$ cat src/rtl/repack_frame_ctrl.sv
// repack_frame_ctrl
// Frame sequencer in front of a word repacker. It forwards one frame of
// source beats to the repacker, then zero-pads until the last partial
// output word is complete. It waits until every owed output beat has been
// popped, then pulses the repacker's synchronous clear.
//
// Ports
//   clk_i, srst_i          clock, synchronous active-high reset
//   start_i, cfg_beats_i   frame start and frame length in input beats
//   busy_o, done_o         frame in progress / one-cycle completion pulse
//   s_val_i/s_data_i/s_rdy_o     source beat handshake
//   rp_val_o/rp_data_o/rp_rdy_i  repacker input handshake
//   rp_srst_o              repacker synchronous clear
//   rp_out_val_i/rp_out_rdy_i    repacker output handshake (monitor only)
//   last_o                 marks the final output beat of the frame
//
// state | meaning
// IDLE  | waiting for start_i
// RUN   | forwarding source beats into the repacker
// PAD   | pushing zero beats until the partial output word completes
// DRAIN | waiting for all owed output beats to be popped
// CLR   | clearing the repacker, done_o pulse
module repack_frame_ctrl #(
   parameter int IN    = 3,
   parameter int OUT   = 8,
   parameter int W     = 8,
   parameter int CNT_W = 16
) (
   input  logic              clk_i,
   input  logic              srst_i,
   input  logic              start_i,
   input  logic [CNT_W-1:0]  cfg_beats_i,
   output logic              busy_o,
   output logic              done_o,
   input  logic              s_val_i,
   input  logic [W*IN-1:0]   s_data_i,
   output logic              s_rdy_o,
   output logic              rp_val_o,
   output logic [W*IN-1:0]   rp_data_o,
   input  logic              rp_rdy_i,
   output logic              rp_srst_o,
   input  logic              rp_out_val_i,
   input  logic              rp_out_rdy_i,
   output logic              last_o
);

   localparam int RW = $clog2(2*OUT);

   typedef enum logic [2:0] {
      ST_IDLE,
      ST_RUN,
      ST_PAD,
      ST_DRAIN,
      ST_CLR
   } state_t;

   state_t            state_q, state_d;
   logic [CNT_W-1:0]  beats_q;
   logic [CNT_W-1:0]  beat_cnt_q;
   logic [CNT_W-1:0]  exp_cnt_q;
   logic [CNT_W-1:0]  pop_cnt_q;
   logic [RW-1:0]     r_q;

   logic [RW-1:0]     r_sum;
   logic [RW-1:0]     r_next;
   logic              wrap;
   logic              push;
   logic              pop;
   logic              last_beat;
   logic              pop_last;

   // Residue of words sitting in the repacker's partial output word.
   // IN <= OUT guarantees at most one wrap per push.
   assign r_sum  = r_q + RW'(IN);
   assign wrap   = (r_sum >= RW'(OUT));
   assign r_next = wrap ? (r_sum - RW'(OUT)) : r_sum;

   // push is derived from the state directly so the output process does
   // not feed back into itself through rp_val_o.
   assign push = !srst_i && rp_rdy_i &&
                 (((state_q == ST_RUN) && s_val_i) || (state_q == ST_PAD));
   assign pop  = rp_out_val_i && rp_out_rdy_i;

   assign last_beat = (beat_cnt_q == (beats_q - CNT_W'(1)));
   assign pop_last  = pop && (pop_cnt_q == (exp_cnt_q - CNT_W'(1)));

   always_comb begin
      state_d   = state_q;
      s_rdy_o   = 1'b0;
      rp_val_o  = 1'b0;
      rp_data_o = '0;
      busy_o    = 1'b0;
      done_o    = 1'b0;
      last_o    = 1'b0;
      rp_srst_o = srst_i || (state_q == ST_CLR);
      if (!srst_i) begin
         busy_o = (state_q != ST_IDLE);
         case (state_q)
            ST_IDLE: begin
               if (start_i) begin
                  state_d = (cfg_beats_i == '0) ? ST_DRAIN : ST_RUN;
               end
            end
            ST_RUN: begin
               rp_val_o  = s_val_i;
               rp_data_o = s_data_i;
               s_rdy_o   = rp_rdy_i;
               if (push && last_beat) begin
                  state_d = (r_next == '0) ? ST_DRAIN : ST_PAD;
               end
            end
            ST_PAD: begin
               rp_val_o = 1'b1;
               if (push && wrap) begin
                  state_d = ST_DRAIN;
               end
            end
            ST_DRAIN: begin
               last_o = pop_last;
               if ((pop_cnt_q == exp_cnt_q) || pop_last) begin
                  state_d = ST_CLR;
               end
            end
            ST_CLR: begin
               done_o  = 1'b1;
               state_d = ST_IDLE;
            end
            default: state_d = ST_IDLE;
         endcase
      end
   end

   always_ff @(posedge clk_i) begin
      if (srst_i) begin
         state_q    <= ST_IDLE;
         beats_q    <= '0;
         beat_cnt_q <= '0;
         exp_cnt_q  <= '0;
         pop_cnt_q  <= '0;
         r_q        <= '0;
      end else begin
         state_q <= state_d;
         if (state_q == ST_IDLE) begin
            if (start_i) begin
               beats_q    <= cfg_beats_i;
               beat_cnt_q <= '0;
               exp_cnt_q  <= '0;
               pop_cnt_q  <= '0;
               r_q        <= '0;
            end
         end else begin
            if (pop) begin
               pop_cnt_q <= pop_cnt_q + CNT_W'(1);
            end
            if (push) begin
               r_q <= r_next;
               if (wrap) begin
                  exp_cnt_q <= exp_cnt_q + CNT_W'(1);
               end
               if (state_q == ST_RUN) begin
                  beat_cnt_q <= beat_cnt_q + CNT_W'(1);
               end
            end
         end
      end
   end

endmodule

$ cat config.mk
export PLATFORM = sky130hd
export DESIGN_NAME = repack_frame_ctrl
export DESIGN_NICKNAME = d
export VERILOG_FILES = /design/src/rtl/repack_frame_ctrl.sv
export SDC_FILE = /design/constraint.sdc
export NUM_CORES = 1
export LEC_CHECK = 0
export CAP_MARGIN = 20
export CORE_MARGIN = 8
export CORE_UTILIZATION = 59
export DETAILED_ROUTE_END_ITERATION = 8
export GPL_TIMING_DRIVEN = 0
export HOLD_SLACK_MARGIN = 0.03
export PLACE_DENSITY = 0.95
export SYNTH_ARGS = -nofsm -noshare
export SYNTH_HDL_FRONTEND = slang
export SYNTH_SLANG_ARGS = --single-unit
$ cat constraint.sdc
create_clock -name clk_i -period 7 [get_ports clk_i]
set_input_delay 0.7 -clock clk_i [delete_from_list [all_inputs] [get_ports clk_i]]
set_output_delay 0.7 -clock clk_i [all_outputs]
set_load 0.02 [all_outputs]
==> impl_metrics.env <==
export IMPL_fin_crit_sh_pct=63.9
export IMPL_drt_total_wl_mm=13.8
export IMPL_drv_cap=0
export IMPL_worst_pin_slew_ns=1.06
export IMPL_grt_pass1_vias=4631
export IMPL_yosysTopAreaCellShare_pct=30.2
export IMPL_cts_resized=0
export IMPL_clkLatencyLatePin_ns=0.36
export IMPL_yosysWarnings=0
export IMPL_fin_tns_setup_ns=0
export IMPL_initial_core_util_pct=61.0
export IMPL_rsz0062_at_grt="false"
export IMPL_cts_hold_buffers=0
export IMPL_synth_nets=682
export IMPL_rows=32
export IMPL_grt_max_degree=14
export IMPL_ys_seq_area_share_pct=30.2
export IMPL_cts_setup_buffers=0
export IMPL_clkTransAtPathRegs_ns=0.08
export IMPL_dieArea_um2=11100
export IMPL_cp_data_arrival_time_ns=3.77
export IMPL_drive_above_1_share_pct=5.56
export IMPL_whs_ns=0.495
export IMPL_hold_class="flop to flop"
export IMPL_synthTopCellsByArea="dfxtp_1, xor2_1, nor2_1"
export IMPL_final_period_minus_worst_setup_slack_ns=4.47
export IMPL_slew_violations=0
export IMPL_layout_commonest_cell="nor2_1"
export IMPL_cts_root_buffer="clkbuf_8"
export IMPL_synthArstFlopShare_pct=0
export IMPL_placed_area_um2=5590
export IMPL_slowest_stage="clkdlybuf4s50_1"
export IMPL_slowest_delay_ns=0.62
export IMPL_required_ns=6.30
export IMPL_max_freq_mhz=224
export IMPL_clk_path_buf_depth=2
export IMPL_fin_area_um2=5820
export IMPL_stdcell_count=822
export IMPL_skew_ns=0.00722
export IMPL_drcViolationCount=0
export IMPL_ios=77
export IMPL_cts_tree="yes"
export IMPL_final_cell_mix="nor2_1, clkdlybuf4s50_1, dfxtp_1"
export IMPL_relSlewSlack_pct=28.1
export IMPL_status="complete, no violations"
export IMPL_fp_dieH_um=105
export IMPL_drt_wirelength_per_cell_um=16.7
export IMPL_first_iter_violations=347
export IMPL_nNetsFinal=769
export IMPL_antennaDiodeCount=0
export IMPL_area_growth_syn_to_layout_pct=23.4
export IMPL_ctsHtreeMaxLevel=3
export IMPL_synth_edf_count=0
export IMPL_synth_area_per_cell_um2=7.51
export IMPL_overflow=0
export IMPL_core_area_um2=7730
export IMPL_netlist_area_um2=4710
export IMPL_worst_setup_path_type="flop to output pin"
export IMPL_endpoint_kind="output pin"
export IMPL_ant_nets=0
export IMPL_place_congestion=0.912
export IMPL_grtUsageTotal_pct=24.0
export IMPL_io_buffer_count=75
export IMPL_place_inst=805
export IMPL_hpwl_mm=10.4
export IMPL_num_vias=4919
export IMPL_syn_inst=628
export IMPL_finalSetupViolCount=0
export IMPL_leakage_nw=2.17
export IMPL_cts_made_buffers=9
export IMPL_cts_sinks=71
export IMPL_power_density_nw_per_um2=213
export IMPL_antenna_found_initial=0
export IMPL_vias_per_cell=5.98
export IMPL_worstPathMaxFanout=7
export IMPL_ys_types=66
export IMPL_worstSetupStartpointType="flop"
export IMPL_vdd_ir_drop_max_mv=0.139
export IMPL_synth_top_area_cell="dfxtp_1"
export IMPL_firstDrtPassIters=7
export IMPL_hold_violations=0
export IMPL_fin_util_pct=75.3
export IMPL_die_width_um=105
export IMPL_crit_chain="clkbuf_1 > inv_1 > ha_1 > or4b_4 > or3_1 > a2111oi_2 > and2b_1 > nand4_2 > nor2_1 > and4_1 > clkdlybuf4s50_1"
export IMPL_ys_flop_type="dfxtp_1"
export IMPL_grt_pass1_wl_mm=22.0
export IMPL_yosys_register_bits=71
registers in the layout (all words and copies together) (netlist names):
signal,flops
beat_cnt_q,16
beats_q,16
exp_cnt_q,16
pop_cnt_q,16
r_q,4
state_q,3
synthesized netlist by cell type, types with 4 or more instances:
library cell	instances
or2_2	5
nand2b_1	7
dfxtp_1	71
inv_1	13
xor2_1	38
nand3_1	22
nand2_1	69
or3_1	11
clkbuf_1	38
and2_1	30
nor2_1	79
nand4_1	21
ha_1	7
nor4_1	17
and3_1	7
a31oi_1	8
a211oi_1	6
a21o_1	4
mux2_2	5
nor2b_1	5
nor3_1	17
o21ai_0	13
a21oi_1	37
xnor2_1	27
path summary, 6_finish.rpt:
path                                    from         end  slack (ns)  cells after the start
worst max-delay path            exp_cnt_q[0]      last_o        2.53                     11
worst min-delay path                  r_q[3]      r_q[3]        0.50                      1
worst max register to register  exp_cnt_q[0]  state_q[0]        4.01                     10
worst min register to register        r_q[3]      r_q[3]        0.50                      1
area by class of cell:
type                    count  area [um^2]
clock inverters             7         96.3
multi-input cells         500         3060
plain buffers              44          184
flip-flops and latches     71         1420
inverters                  13         48.8
clock buffers               9          124
well taps                 102          128
fillers                   602         1910
repair buffers             76          756
through the flow:
step / setup slack [ns] / power (W)
after floorplan: 3.69 / 0.000722
after global placement: 2.98 / 0.000851
after detailed placement: 2.92 / 0.000863
after CTS: 2.52 / 0.00123
after global routing: 2.25 / 0.00129
final: 2.53 / 0.00124
power breakdown:
group          internal, W  leakage, nW  switching (W)
sequential        0.000422        0.575      0.0000276
clock             0.000202        0.114       0.000170
combinational     0.000172         1.48       0.000244
total             0.000796         2.17       0.000442
layer usage:
metal  track usage [%]  vias up  wire, um
li1                  -     2391         -
met5                 0        -         0
met2              41.1      195      6870
met1              27.9     2302      5620
met4              11.3        0       422
met3              4.93       31       846
worst max-delay path: cells and delay by family (launching register included):
family                   cells  cell delay [ns]
AND/OR/NAND/NOR              6             1.51
buffers and inverters        3             0.91
AO/OA/AOI/OAI                1             0.39
flip-flops                   1             0.32
adder cells (fa/ha/maj)      1             0.28
cell families after synthesis:
kind of cell / count (synthesis) / share of synthesized area (%)
fa+ha+maj: 7 / 1.86
xor+xnor: 65 / 12.1
buf+inv: 57 / 4.94
mux: 5 / 1.19
compound gates: 107 / 15.2
flops: 71 / 30.2
simple gates: 316 / 34.6
Power figures use the tool's default switching activity.
